### src/rtl/uart_tx_queue.sv
// Byte FIFO feeding UartTx through its we/ready handshake; bursts drain one byte per strobe.
// Optional sticky overflow flag enabled by defining UART_TXQ_OVF_EN.
module uart_tx_queue #(
  parameter int ADDR_WIDTH = 4
) (
  input  logic                  CLK,
  input  logic                  RST,
  input  logic [7:0]            DIN,
  input  logic                  ENQ,
  output logic                  FULL,
  output logic [ADDR_WIDTH:0]   COUNT,
  output logic [7:0]            TX_DATA,
  output logic                  TX_WE,
  input  logic                  TX_READY,
  output logic                  OVF
);

  localparam int unsigned DEPTH = 1 << ADDR_WIDTH;

  logic [7:0]            mem [DEPTH];
  logic [ADDR_WIDTH-1:0] wptr, rptr;
  logic [ADDR_WIDTH:0]   count_q, count_n;
  logic                  full_q;
  logic [7:0]            tx_data_q;
  logic                  tx_we_q;
  logic                  enq_ok, deq;

  // The !tx_we_q term covers the cycle before UartTx has dropped ready after our strobe.
  always_comb begin
    enq_ok  = ENQ && !full_q;
    deq     = (count_q != '0) && TX_READY && !tx_we_q;
    count_n = count_q;
    if (enq_ok && !deq) begin
      count_n = count_q + (ADDR_WIDTH+1)'(1);
    end else if (deq && !enq_ok) begin
      count_n = count_q - (ADDR_WIDTH+1)'(1);
    end
  end

  always_ff @(posedge CLK) begin
    if (enq_ok) begin
      mem[wptr] <= DIN;
    end
  end

  always_ff @(posedge CLK or posedge RST) begin
    if (RST) begin
      wptr      <= '0;
      rptr      <= '0;
      count_q   <= '0;
      full_q    <= 1'b0;
      tx_data_q <= '0;
      tx_we_q   <= 1'b0;
    end else begin
      if (enq_ok) begin
        wptr <= wptr + ADDR_WIDTH'(1);
      end
      if (deq) begin
        tx_data_q <= mem[rptr];
        rptr      <= rptr + ADDR_WIDTH'(1);
        tx_we_q   <= 1'b1;
      end else begin
        tx_we_q   <= 1'b0;
      end
      count_q <= count_n;
      full_q  <= (count_n == (ADDR_WIDTH+1)'(DEPTH));
    end
  end

`ifdef UART_TXQ_OVF_EN
  logic ovf_q;

  always_ff @(posedge CLK or posedge RST) begin
    if (RST) begin
      ovf_q <= 1'b0;
    end else if (ENQ && full_q) begin
      ovf_q <= 1'b1;
    end
  end

  assign OVF = ovf_q;
`else
  assign OVF = 1'b0;
`endif

  assign FULL    = full_q;
  assign COUNT   = count_q;
  assign TX_DATA = tx_data_q;
  assign TX_WE   = tx_we_q;

endmodule

### config.mk
export PLATFORM = sky130hd
export DESIGN_NAME = uart_tx_queue
export DESIGN_NICKNAME = d
export VERILOG_FILES = /design/src/rtl/uart_tx_queue.sv
export SDC_FILE = /design/constraint.sdc
export NUM_CORES = 1
export LEC_CHECK = 0
export BUFFER_PORTS_ARGS = -buffer_cell sky130_fd_sc_hd__buf_4
export CORE_MARGIN = 2
export CORE_UTILIZATION = 25
export CTS_CLUSTER_DIAMETER = 30
export DETAILED_ROUTE_END_ITERATION = 12
export GPL_TIMING_DRIVEN = 0
export HOLD_SLACK_MARGIN = 0.12
export PLACE_DENSITY = 0.41
export REMOVE_ABC_BUFFERS = 1
export SLEW_MARGIN = 20
export SYNTH_ARGS = -nofsm -noshare
export SYNTH_HDL_FRONTEND = slang
export SYNTH_SLANG_ARGS = --single-unit
### constraint.sdc
create_clock -name CLK -period 2.5 [get_ports CLK]
set_input_delay 0.125 -clock CLK [delete_from_list [all_inputs] [get_ports CLK]]
set_output_delay 0.125 -clock CLK [all_outputs]
set_load 0.03 [all_outputs]
Word level (Yosys, flattened, before mapping)
Memories as Yosys holds them, arrays and structs flattened. A register that Yosys moved wholly into a read port is not among the register bits.
Index checks and enable logic that the tools add are counted.
W data, S select, Z words.
Word-level totals
  flip-flop bits (word level): 15
  bits in writable memories: 128
  memories kept: 1
Cells by class
  $add $sub $neg: 4
  equal/unequal tests: 1
  reductions and logical operators: 10
  mux-type cells: 5
Memories
  mem: words 16, width 8, rd ports 1, clocked after memory_dff 1, wr ports 1, line 20  | logic [7:0] mem [DEPTH];
Operators by type and width (number)
  $mux W5: 2
  $add A4 B1 Y4 const B: 2
  $add A5 B1 Y5 const B: 1
  $eq A5 B5 Y1 const B: 1
  $logic_and A1 B1 Y1: 5
  $reduce_bool A5 Y1: 1
  $sub A5 B1 Y5 const B: 1
  $logic_not A1 Y1: 4
  $mux W1: 3

Longest topological paths before layout
  word-level depth: 7
  depth in mapped cells: 9
  depth with buffers taken out: 8

Worst setup path before layout
OpenSTA, ideal clock, no wires.
  path type: register -> register
  start point: register count_q[1] (netlist: COUNT[1])
  end point: register full_q (netlist: FULL)
  stages on the path, launching flop included: 9
  period minus slack after synthesis: 2042 ps
  data required time: 2404 ps
  slack: 458 ps
  buffers on the path: 0
  data arrival time: 1947 ps
  setup time: 96 ps
  cell sequence: dfrtp_1 -> inv_1 -> ha_1 -> or4b_4 -> nand2_4 -> inv_4 -> o21ai_1 -> xor2_1 -> nor4_2
On the way
  longest elaborated chain between the ends: 7
Ends and longest elaborated chain
  from (decl): line 22  | logic [ADDR_WIDTH:0] count_q, count_n;
  from (signal assigned): line 65  | count_q <= count_n;
  $reduce_bool A5 Y1 *: line 31  | deq = (count_q != '0) && TX_READY && !tx_we_q;
  $logic_and A1 B1 Y1 * (2 in series): line 31
  net deq: line 26  | logic enq_ok, deq;
  $logic_and A1 B1 Y1 or $logic_not A1 Y1 (tied branches): line 35, 33
  $mux W5 or $logic_and A1 B1 Y1 (tied branches): line 35, 33
  $mux W5 *: line 33  | if (enq_ok && !deq) begin
  net count_n[2]: line 22
  $eq A5 B5 Y1 *: line 66  | full_q <= (count_n == (ADDR_WIDTH+1)'(DEPTH));
  to (signal assigned): line 66
  to (decl): line 23  | logic full_q;
Mark *: on every way through the listed nets, which the timed path passes. The rest lies on a longest branch.
A chain may end at the register's enable or synchronous reset.

Worst setup path after layout
  start point: register count_q[0] (netlist: COUNT[0])
  end point: register tx_data_q[4] (netlist: TX_DATA[4]) (read register of mem)
On the way
  longest elaborated chain between the ends: 3
Ends and longest elaborated chain
  $reduce_bool A5 Y1: line 31
  $logic_and A1 B1 Y1 (2 in series): line 31
  net deq: line 26
  to (decl): line 24  | logic [7:0] tx_data_q;
The timed path passes the listed nets, and every way through them passes these cells.

==> impl_metrics.ini <==
[setup_path]
cp_data_arrival_time_ns = 2.58
worstPathRequired_ns = 2.81
critPathCaptureType = register
crit_path_start_kind = register
path_class = reg2reg
cp_max_fo = 14

[route]
wl_mm = 12.88
num_vias = 2902
drt_iter0_drc = 187
wl_per_cell_um = 18.82
route.detailed.drc = 0
ant_nets = 0
dr.pass1.iters = 4
via_per_inst = 4.243

[clock_tree]
worstSkewPairLatency_ns = 0.42
htreeDepth = 4
cts_buffers = 17
post_cts_buffers = 0
clk_path_buf_depth = 2
clk_pin_slew_ns = 0.06
cts_sinks = 151
cts_tree = done
clockRootBuffer = clkbuf_16

[finish]
syn2layout_area_growth_pct = 21.26
nNetsFinal = 371
finalInstanceArea_mm2 = 0.007328
seq_area_mm2 = 0.004425
n_antenna_cell = 0
utilization = 0.3104
multi_input_area_mm2 = 0.001531
nFillCells = 2300
drive_above_1_share = 0.2822

[timing]
fin_crit_ns = 2.277
max_freq_ghz = 0.4393
setup_ws_ns = 0.2234
worst_pin_slew_ns = 0.9004
post-route-period-util = 0.9106
drv_slew = 0
setup-violations-final = 0
maxSlewHeadroom = 0.3960
whs_ns = 0.2752
clock_skew_ns = 0.01183
rsz0062_at_grt = no
final_hold_viol_count = 0

[placement]
place_hpwl_mm = 8.089
pre_cts_ws_ns = -0.002357
portBuffers = 26
place.gp.congestion = 0.7242
placedInstanceArea_mm2 = 0.006640

[global_route]
grt_pass1_wl_mm = 19.38
antenna_found_initial = 0
grt_max_degree = 24
track_usage = 0.1067
grt_overflow = 0
grt_pass1_vias = 3096

[die]
core_area_mm2 = 0.02361
dieHeight_um = 159.5
dieWidth_um = 159.5
io_pins = 28
start_util = 0.2559
dieArea_mm2 = 0.02543
rows = 56

[logic_synthesis]
synthArstFlopShare = 0.1523
netlist_area_mm2 = 0.006043
netlist_instances = 310
avgSynthCellArea_um2 = 19.49
synth-seq-cells = 151
synth.distinct_cells = 40
synth-seq-area-share = 0.7313
ys.flop_type = edfxtp_1
yosysWarnings = 0
synth_edf_count = 128

[power_and_ir_drop]
power.density_mw_per_mm2 = 1154
vdd_drop_max_mv = 0.5393
p_leak_nw = 2.506
finalPower_mw = 8.457

[job]
cap_violations = 0

[status]
outcome = finished, final reports clean

[min_path]
hp-class = in2reg
## synth_stat cells, types with 2 or more instances
master / number / area share
o21ai_0: 2 / 0.0017
dfrtp_1: 23 / 0.095
nand2_1: 10 / 0.0062
nand2b_1: 3 / 0.0031
o22ai_1: 9 / 0.0093
nor2b_1: 2 / 0.0021
nand4_1: 3 / 0.0031
a21o_1: 8 / 0.0099
inv_1: 6 / 0.0037
buf_2: 8 / 0.0066
and2_1: 16 / 0.017
buf_1: 2 / 0.0012
clkbuf_1: 3 / 0.0019
mux2i_1: 16 / 0.027
nor4b_1: 2 / 0.0029
edfxtp_1: 128 / 0.64
xnor2_1: 9 / 0.013
ha_1: 7 / 0.014
mux4_2: 32 / 0.12
## what timing repair did
action,4_1_cts,5_1_grt
hold endpoints to repair,151,0
setup endpoints to repair,1,4
gates resized for setup,1,2
hold buffers,9,0
pin swaps,0,0
## worst paths after layout
path                       startpoint  slack [ns]    endpoint  cells past startpoint
max in group asynchronous         RST        1.66     rptr[0]                      3
min in group asynchronous         RST        0.36       TX_WE                      3
setup reg to reg             COUNT[0]        0.22  TX_DATA[4]                      8
hold reg to reg            TX_DATA[1]        0.50  TX_DATA[1]                      1
setup / recovery             COUNT[0]        0.22  TX_DATA[4]                      8
hold / removal                    ENQ        0.28     wptr[0]                      3
## worst max-delay path, cell delays in order, from the launching register on
cell and delay, ns:
dfrtp_1 0.47, inv_1 0.09, ha_1 0.19, or4b_4 0.50, nand2_4 0.21, inv_4 0.11, nand2b_2 0.21, o22ai_1 0.20
a21o_1 0.19
## where the power goes
| group | internal, mW | total, mW | leakage [nW] | switching (mW) |
|---|---|---|---|---|
| registers | 3.13 | 3.51 | 1.44 | 0.379 |
| clock network | 1.49 | 2.57 | 0.285 | 1.08 |
| logic | 1.15 | 2.38 | 0.787 | 1.24 |
| total | 5.76 | 8.46 | 2.51 | 2.69 |
## metrics by stage
step	TNS (ns)	cells
after floorplan	-0.5517	295
after global placement	-8.516	640
after detailed placement	-0.01250	643
after CTS	0	684
after global routing	0	684
final	0	684
## registers in the layout, summed over array words and instances, names as in the netlist
register	flops
COUNT	5
TX_WE	1
mem	128
rptr	4
TX_DATA	8
wptr	4
FULL	1
## placed cells by master (no fill, tap or decap), types with 3 or more instances in the layout
cell | netlist | routed
a21o_1 | 8 | 8
and2_1 | 16 | 16
buf_4 | 1 | 26
clkbuf_16 | 0 | 17
clkinv_4 | 0 | 3
dfrtp_1 | 23 | 20
dlygate4sd3_1 | 0 | 9
edfxtp_1 | 128 | 128
ha_1 | 7 | 7
inv_1 | 6 | 5
inv_6 | 0 | 5
mux2i_1 | 16 | 16
mux4_2 | 32 | 32
nand2_1 | 10 | 9
nand4_1 | 3 | 3
o22ai_1 | 9 | 9
xnor2_1 | 9 | 9
## kinds of logic after synthesis
group / share of synthesized area
adder cells (fa/ha/maj): 0.01615
AO/OA/AOI/OAI: 0.02940
XOR/XNOR: 0.01449
AND/OR/NAND/NOR: 0.04576
buffers and inverters: 0.01656
multiplexers: 0.1458
flip-flops: 0.7313
other: 0.0006205
## layer usage
| metal | track usage | vias to the layer above | part of all wire |
|---|---|---|---|
| met5 | 0 | - | 0 |
| met4 | 0.03347 | 0 | 0.0092 |
| met3 | 0.03022 | 6 | 0.028 |
| met2 | 0.1706 | 44 | 0.49 |
| met1 | 0.1407 | 1536 | 0.47 |
| li1 | - | 1316 | - |
## layout make-up
class | count | share of cell area
flip-flops and latches | 151 | 0.6039
multi-input cells | 137 | 0.2090
clock buffers | 17 | 0.05805
well taps | 319 | 0.05446
repair buffers | 38 | 0.04815
clock inverters | 15 | 0.02254
inverters | 7 | 0.003927
No activity file was read; power rests on OpenSTA's default activity.
